<file path="config.mk">
export PLATFORM = sky130hd
export DESIGN_NAME = bridge_mmio_flat
export DESIGN_NICKNAME = d
export VERILOG_FILES = /design/src/rtl/bridge_mmio_pkg.sv /design/src/rtl/bridge_mmio_if.sv /design/src/rtl/bridge_mmio_decoder.sv /design/src/rtl/bridge_mmio.sv /design/src/flat_wrapper.sv
export SDC_FILE = /design/constraint.sdc
export NUM_CORES = 1
export LEC_CHECK = 0
export ABC_AREA = 1
export BUFFER_PORTS_ARGS = -buffer_cell sky130_fd_sc_hd__buf_2
export CORE_AREA = 2 2 109 111
export DETAILED_ROUTE_END_ITERATION = 7
export DIE_AREA = 0 0 111 113
export PLACE_DENSITY = 0.85
export SYNTH_ARGS = -nofsm -noshare
export SYNTH_HDL_FRONTEND = slang
export SYNTH_SLANG_ARGS = --single-unit
</file>
<file path="constraint.sdc">
create_clock -name clk -period 3.12 [get_ports clk]
set_input_delay 0.624 -clock clk [delete_from_list [all_inputs] [get_ports clk]]
set_output_delay 0.624 -clock clk [all_outputs]
set_load 0.02 [all_outputs]
</file>
<file path="src/rtl/bridge_mmio_pkg.sv">
// Shared state encoding and address-map constants for the MMIO bridge.
package bridge_mmio_pkg;

    typedef enum logic [1:0] {
        StIdle   = 2'd0,
        StAccess = 2'd1,
        StResp   = 2'd2
    } state_e;

    // Default map: DM, timer 0, timer 1 (inclusive bounds).
    localparam logic [31:0] DM_BASE  = 32'h0000_0000;
    localparam logic [31:0] DM_LIMIT = 32'h0000_2fff;
    localparam logic [31:0] T0_BASE  = 32'h0000_7f00;
    localparam logic [31:0] T0_LIMIT = 32'h0000_7f0b;
    localparam logic [31:0] T1_BASE  = 32'h0000_7f10;
    localparam logic [31:0] T1_LIMIT = 32'h0000_7f1b;

    localparam logic [3:0] BYTEEN_WORD = 4'b1111;

endpackage

</file>
<file path="src/rtl/bridge_mmio_if.sv">
// CPU-side request/response bus of the MMIO bridge.
interface bridge_mmio_if;

    logic        cpu_req;
    logic        cpu_we;
    logic [31:0] cpu_addr;
    logic [31:0] cpu_wdata;
    logic [3:0]  cpu_byteen;
    logic        cpu_ready;
    logic [31:0] cpu_rdata;
    logic        cpu_err;

    // CPU side drives the request and receives the response strobe.
    modport master (
        output cpu_req, cpu_we, cpu_addr, cpu_wdata, cpu_byteen,
        input  cpu_ready, cpu_rdata, cpu_err
    );

    // Bridge side.
    modport slave (
        input  cpu_req, cpu_we, cpu_addr, cpu_wdata, cpu_byteen,
        output cpu_ready, cpu_rdata, cpu_err
    );

endinterface

</file>
<file path="src/rtl/bridge_mmio_decoder.sv">
// Combinational address decoder: one-hot slot select plus access-error flag.
module bridge_mmio_decoder
    import bridge_mmio_pkg::*;
#(
    parameter int unsigned         N_DEV     = 3,
    parameter logic [N_DEV*32-1:0] DEV_BASE  = {T1_BASE, T0_BASE, DM_BASE},
    parameter logic [N_DEV*32-1:0] DEV_LIMIT = {T1_LIMIT, T0_LIMIT, DM_LIMIT},
    parameter logic [N_DEV-1:0]    WORD_ONLY = 3'b110
) (
    input  logic [31:0]      addr,
    input  logic             we,
    input  logic [3:0]       byteen,
    output logic [N_DEV-1:0] sel,
    output logic             err
);

    logic found;
    logic wo_err;

    // Priority decode: the lowest-index slot containing the address wins.
    always_comb begin
        sel    = '0;
        found  = 1'b0;
        wo_err = 1'b0;
        for (int unsigned i = 0; i < N_DEV; i++) begin
            if (!found && (addr >= DEV_BASE[32*i +: 32]) && (addr <= DEV_LIMIT[32*i +: 32])) begin
                sel[i] = 1'b1;
                found  = 1'b1;
                wo_err = WORD_ONLY[i] & we & (byteen != BYTEEN_WORD);
            end
        end
        err = ~found | wo_err;
    end

endmodule

</file>
<file path="src/rtl/bridge_mmio.sv">
// CPU-to-MMIO bridge with wait states, timeout bus error and registered interrupts.
module bridge_mmio
    import bridge_mmio_pkg::*;
#(
    parameter int unsigned         N_DEV     = 3,
    parameter logic [N_DEV*32-1:0] DEV_BASE  = {T1_BASE, T0_BASE, DM_BASE},
    parameter logic [N_DEV*32-1:0] DEV_LIMIT = {T1_LIMIT, T0_LIMIT, DM_LIMIT},
    parameter logic [N_DEV-1:0]    WORD_ONLY = 3'b110,
    parameter int unsigned         TIMEOUT   = 15
) (
    input  logic                clk,
    input  logic                reset_n,
    bridge_mmio_if.slave        cpu,
    output logic [N_DEV-1:0]    dev_sel,
    output logic                dev_we,
    output logic [31:0]         dev_addr,
    output logic [31:0]         dev_wdata,
    output logic [3:0]          dev_byteen,
    input  logic [N_DEV-1:0]    dev_ready,
    input  logic [N_DEV*32-1:0] dev_rdata,
    input  logic [N_DEV-1:0]    dev_irq,
    output logic [N_DEV-1:0]    hwint
);

    localparam int unsigned CNT_W = $clog2(TIMEOUT + 1);

    state_e             state_q, state_d;
    logic [CNT_W-1:0]   cnt_q;
    logic [N_DEV-1:0]   sel_q;
    logic               we_q;
    logic [31:0]        addr_q;
    logic [31:0]        wdata_q;
    logic [3:0]         byteen_q;
    logic [31:0]        rdata_q;
    logic               err_q;
    logic [N_DEV-1:0]   hwint_q;

    logic [N_DEV-1:0]   dec_sel;
    logic               dec_err;
    logic [31:0]        rdata_mux;
    logic               sel_ready;
    logic               timed_out;

    bridge_mmio_decoder #(
        .N_DEV     (N_DEV),
        .DEV_BASE  (DEV_BASE),
        .DEV_LIMIT (DEV_LIMIT),
        .WORD_ONLY (WORD_ONLY)
    ) u_decoder (
        .addr   (cpu.cpu_addr),
        .we     (cpu.cpu_we),
        .byteen (cpu.cpu_byteen),
        .sel    (dec_sel),
        .err    (dec_err)
    );

    // Read data of the selected slot; sel_q is one-hot so OR-ing acts as a mux.
    always_comb begin
        rdata_mux = '0;
        for (int unsigned i = 0; i < N_DEV; i++) begin
            if (sel_q[i]) rdata_mux = rdata_mux | dev_rdata[32*i +: 32];
        end
    end

    // Only the selected slot's ready counts.
    assign sel_ready = |(dev_ready & sel_q);
    assign timed_out = (cnt_q == CNT_W'(TIMEOUT - 1));

    // State register.
    always_ff @(posedge clk or negedge reset_n) begin
        if (!reset_n) state_q <= StIdle;
        else          state_q <= state_d;
    end

    // Next-state logic.
    always_comb begin
        state_d = state_q;
        unique case (state_q)
            StIdle:   if (cpu.cpu_req) state_d = dec_err ? StResp : StAccess;
            StAccess: if (sel_ready || timed_out) state_d = StResp;
            StResp:   state_d = StIdle;
            default:  state_d = StIdle;
        endcase
    end

    // Request capture, wait counter and response registers.
    always_ff @(posedge clk or negedge reset_n) begin
        if (!reset_n) begin
            sel_q    <= '0;
            we_q     <= 1'b0;
            addr_q   <= '0;
            wdata_q  <= '0;
            byteen_q <= '0;
            cnt_q    <= '0;
            rdata_q  <= '0;
            err_q    <= 1'b0;
        end else begin
            unique case (state_q)
                StIdle: begin
                    if (cpu.cpu_req) begin
                        if (dec_err) begin
                            err_q   <= 1'b1;
                            rdata_q <= '0;
                        end else begin
                            sel_q    <= dec_sel;
                            we_q     <= cpu.cpu_we;
                            addr_q   <= cpu.cpu_addr;
                            wdata_q  <= cpu.cpu_wdata;
                            byteen_q <= cpu.cpu_byteen;
                            cnt_q    <= '0;
                        end
                    end
                end
                StAccess: begin
                    if (sel_ready) begin
                        rdata_q <= we_q ? '0 : rdata_mux;
                        err_q   <= 1'b0;
                        sel_q   <= '0;
                    end else if (timed_out) begin
                        rdata_q <= '0;
                        err_q   <= 1'b1;
                        sel_q   <= '0;
                    end else begin
                        cnt_q <= cnt_q + CNT_W'(1);
                    end
                end
                default: ;
            endcase
        end
    end

    // Interrupt vector is resampled every cycle regardless of bus activity.
    always_ff @(posedge clk or negedge reset_n) begin
        if (!reset_n) hwint_q <= '0;
        else          hwint_q <= dev_irq;
    end

    // Outputs; the response is presented only during the strobe cycle.
    always_comb begin
        cpu.cpu_ready = (state_q == StResp);
        cpu.cpu_err   = (state_q == StResp) & err_q;
        cpu.cpu_rdata = (state_q == StResp) ? rdata_q : '0;
        dev_sel       = sel_q;
        dev_we        = we_q;
        dev_addr      = addr_q;
        dev_wdata     = wdata_q;
        dev_byteen    = byteen_q;
        hwint         = hwint_q;
    end

endmodule

</file>
<file path="src/flat_wrapper.sv">
// flat-port wrapper written by rule: the top's interface ports become plain ports
module bridge_mmio_flat import bridge_mmio_pkg::*;
#(
    parameter int unsigned         N_DEV     = 3,
    parameter logic [N_DEV*32-1:0] DEV_BASE  = {T1_BASE, T0_BASE, DM_BASE},
    parameter logic [N_DEV*32-1:0] DEV_LIMIT = {T1_LIMIT, T0_LIMIT, DM_LIMIT},
    parameter logic [N_DEV-1:0]    WORD_ONLY = 3'b110,
    parameter int unsigned         TIMEOUT   = 15
)
  (clk, reset_n, dev_sel, dev_we, dev_addr, dev_wdata, dev_byteen, dev_ready, dev_rdata, dev_irq, hwint, cpu_cpu_req, cpu_cpu_we, cpu_cpu_addr, cpu_cpu_wdata, cpu_cpu_byteen, cpu_cpu_ready, cpu_cpu_rdata, cpu_cpu_err);
  bridge_mmio_if cpu_i ();
  input  logic clk;
  input  logic reset_n;
  output logic [N_DEV-1:0] dev_sel;
  output logic dev_we;
  output logic [31:0] dev_addr;
  output logic [31:0] dev_wdata;
  output logic [3:0] dev_byteen;
  input  logic [N_DEV-1:0] dev_ready;
  input  logic [N_DEV*32-1:0] dev_rdata;
  input  logic [N_DEV-1:0] dev_irq;
  output logic [N_DEV-1:0] hwint;
  input wire logic [$bits(cpu_i.cpu_req)-1:0] cpu_cpu_req;
  input wire logic [$bits(cpu_i.cpu_we)-1:0] cpu_cpu_we;
  input wire logic [$bits(cpu_i.cpu_addr)-1:0] cpu_cpu_addr;
  input wire logic [$bits(cpu_i.cpu_wdata)-1:0] cpu_cpu_wdata;
  input wire logic [$bits(cpu_i.cpu_byteen)-1:0] cpu_cpu_byteen;
  output wire logic [$bits(cpu_i.cpu_ready)-1:0] cpu_cpu_ready;
  output wire logic [$bits(cpu_i.cpu_rdata)-1:0] cpu_cpu_rdata;
  output wire logic [$bits(cpu_i.cpu_err)-1:0] cpu_cpu_err;
  assign cpu_i.cpu_req = cpu_cpu_req;
  assign cpu_i.cpu_we = cpu_cpu_we;
  assign cpu_i.cpu_addr = cpu_cpu_addr;
  assign cpu_i.cpu_wdata = cpu_cpu_wdata;
  assign cpu_i.cpu_byteen = cpu_cpu_byteen;
  assign cpu_cpu_ready = cpu_i.cpu_ready;
  assign cpu_cpu_rdata = cpu_i.cpu_rdata;
  assign cpu_cpu_err = cpu_i.cpu_err;
  bridge_mmio #(.N_DEV(N_DEV), .DEV_BASE(DEV_BASE), .DEV_LIMIT(DEV_LIMIT), .WORD_ONLY(WORD_ONLY), .TIMEOUT(TIMEOUT)) u_core (.clk(clk), .reset_n(reset_n), .cpu(cpu_i), .dev_sel(dev_sel), .dev_we(dev_we), .dev_addr(dev_addr), .dev_wdata(dev_wdata), .dev_byteen(dev_byteen), .dev_ready(dev_ready), .dev_rdata(dev_rdata), .dev_irq(dev_irq), .hwint(hwint));
endmodule
</file>
==> summary.txt <==
Run status -> complete, no violations
Initial standard-cell utilization of the core -> 0.4926
Area enclosed by the die boundary -> 0.01254 sq mm
Buffers & Inverters on Critical Path -> 4
Hold-fix buffers, CTS -> 0
Aggregate global-route resource usage -> 0.2435
TritonCTS Sinks -> 114
Number of DRC markers in iteration 0 -> 390
Netlist area before placement -> 0.005553 sq mm
Residual overflow from global routing -> 0
Data arrival time of the critical path -> 2.14 ns
Initial antenna violation count -> 0
DR DRC count -> 0
Slew at the pin closest to its max-slew limit -> 1.025 ns
Setup repair bufs after CTS -> 0
Detailed-route vias per instance -> 4.736
Critical path capture point -> cpu_cpu_rdata[4]
Largest net degree at the start of global routing -> 72
Clock-pin slew reported for the worst setup and hold paths after clock tree synthesis -> 0.06 ns
Routability congestion estimate from global placement -> 0.7915
Leakage component of the power -> 0.004584 uW
Total number of H-tree levels -> 4
Clock tree from TritonCTS -> built
Detailed-route wire length per cell -> 12.72 um
Worst-case clock buffer depth -> 2
Number of vias after detailed routing -> 5,584
Number of cell instances on the worst register-to-register path -> 9
Most common cell after layout, fill and taps aside -> buf_2
First-pass GRT wire length -> 24.80 mm
Number of unique standard cell types used by synthesis -> 26
Total chip power -> 3657 uW
Crit-path leading delay family -> buffers and inverters
Wire length reported by the detailed router -> 14.99 mm
# IOs -> 283
RSZ-0062 raised after global routing -> false
Yosys Warn Count -> 0
Post-Syn Nets -> 928
Final core utilization -> 0.6775
Fraction of layout instances using a drive strength above 1 -> 0.3253
Number of gates on the worst path with buffers counted -> 6
Standard-cell row count -> 39
Average cell area after synthesis -> 7.384 sq um
Period utilisation layout -> 0.8853
CP max stage delay -> 0.37 ns
Worst Setup Start Kind -> register
Required time at the worst-slack endpoint -> 2.50 ns
Root buffer selected by CTS -> clkbuf_16
Final critical-path required period -> 2.762 ns
Count of buffers inserted at the top-level ports -> 282
Launching instance or port of the critical path -> u_core.state_q[1]
Chip Width -> 111 um
Clock buffer count from CTS -> 17
Detailed-routing iteration count for the pre-antenna-repair pass -> 7
Max Cap Violations -> 0
Endpoint of the worst-slack reg-to-reg timing path -> u_core.rdata_q[3]
Non-filler instance count after layout -> 1,179
Via count of the first global-routing pass -> 5,367
Power density over cell area -> 478.8 mW/mm^2
Post-detailed-placement half-perimeter wirelength -> 11.11 mm
Critical path cell sequence -> inv_1 > nor2_1 > inv_1 > buf_4 > nor2_1 > buf_2
Worst hold path type -> input pin to async pin
VDD IR max -> 306.6 uV
Sequential cell area fraction in the yosys report -> 0.5137
Worst-case clock skew -> 0.009576 ns
Net count of the finished layout -> 1,199
Number of routed nets with antenna violations -> 0
Highest-count cells in the layout ignoring fill and taps -> 281 x buf_2, 273 x nand2_1, 114 x dfrtp_1, 111 x inv_1, 76 x nand3_1
Element type at the critical path end -> primary output
Area of the placeable core -> 0.01127 sq mm
Number of setup violations in the final report -> 0
Cell with the largest stage delay on the worst path -> dfrtp_1
Clock insertion delay at the later pin of the skew report -> 0.40 ns
Number of cells produced by synthesis -> 752
Reg-to-reg startpoint -> u_core.cnt_q[0]
CP Class -> register to primary output
Total negative slack -> 0 ns
Placed cell count -> 1,147
Worst-case headroom to the max-slew limit -> 0.3158
Vertical die dimension -> 113 um
Crit path max fanout -> 17
Reg-to-reg setup timing slack -> 1.03 ns
Top achievable clock speed -> 362.0 MHz
Ant. Diodes -> 0
Post-cts repair resize count -> 0
Slew Limit Fails -> 0
Register bit total from synthesis -> 114
Number of hold violations in the final report -> 0
Layout Area Growth over Synthesis -> 37.54%
-- cell type report --
class | instances | area (sq um)
clock buffer | 19 | 452.9
sequential | 114 | 2853
inverter | 116 | 435.4
tap | 143 | 178.9
clock inverter | 13 | 160.2
multi-input combinational | 485 | 2078
fill | 976 | 3635
timing repair buffer | 289 | 1479
-- registers in the layout, summed over array words and instances, names as in the netlist --
name / count
u_core.dev_wdata: 32
u_core.rdata_q: 32
u_core.hwint: 3
u_core.dev_we: 1
u_core.state_q: 2
u_core.cnt_q: 4
u_core.err_q: 1
u_core.dev_sel: 3
u_core.dev_addr: 32
u_core.dev_byteen: 4
-- cell usage after synthesis --
cell type  instances  area (sq um)
nand2_1          273          1025
dfrtp_1          114          2853
inv_1            111         416.7
nand3_1           76         380.4
nor2_1            57         214.0
o21ai_1           36         180.2
clkbuf_1          24         90.09
o21ai_0           21         105.1
inv_2              5         18.77
buf_4              4         30.03
buf_6              4         45.04
buf_1              3         11.26
nand4_1            3         18.77
o21ai_2            3         26.28
a21oi_1            2         10.01
buf_2              2         10.01
ha_1               2         25.02
nand2_2            2         12.51
nor2_2             2         12.51
or2_2              2         12.51
nand3_2            1         10.01
nand3_4            1         17.52
nor3_1             1         5.000
o211ai_1           1         7.510
o31ai_1            1         7.510
xor2_1             1         8.760
-- power by group --
| group | leakage, uW | internal (uW) | switching [uW] |
|---|---|---|---|
| registers | 0.00157 | 1480 | 2.25 |
| logic | 0.00273 | 96.5 | 115 |
| clock network | 0.000287 | 1290 | 664 |
-- kinds of logic (layout without fill, tap and decap cells) --
family | after synthesis | count (layout) | share of synthesized area
simple gates | 418 | 418 | 0.3076
buf+inv | 153 | 437 | 0.1120
flops | 114 | 114 | 0.5137
compound gates | 64 | 64 | 0.06061
fa+ha+maj | 2 | 2 | 0.004506
xor+xnor | 1 | 1 | 0.001578
-- per-layer routing --
metal  track usage  vias up  wire length, um
met5             0        -                0
met4       0.06917        0              178
met3       0.07231       12             1226
met2        0.4319      221             7469
met1        0.2894     2524             6117
li1              -     2827                -
-- worst min path at each step --
stage / end / depth (start not counted) / slack [ns] / start
after CTS: u_core.rdata_q[14] / 1 / 0.26 / reset_n
after global routing: u_core.rdata_q[17] / 1 / 0.29 / reset_n
after floorplan: u_core.cnt_q[0] / 0 / 0.33 / reset_n
after detailed placement: u_core.dev_addr[23] / 2 / 0.45 / u_core.dev_addr[23]
after global placement: u_core.dev_addr[23] / 2 / 0.44 / u_core.dev_addr[23]
final: u_core.rdata_q[14] / 1 / 0.25 / reset_n
-- stage by stage --
step	area [sq um]	hold WS, ns	setup slack (ns)
floorplan	5553	0.3284	1.091
global placement	7024	0.4447	0.6783
detailed placement	7024	0.4461	0.6146
CTS	7637	0.2574	0.3343
global route	7637	0.2854	0.2414
finish	7637	0.2511	0.3578
Power figures use the tool's default switching activity.
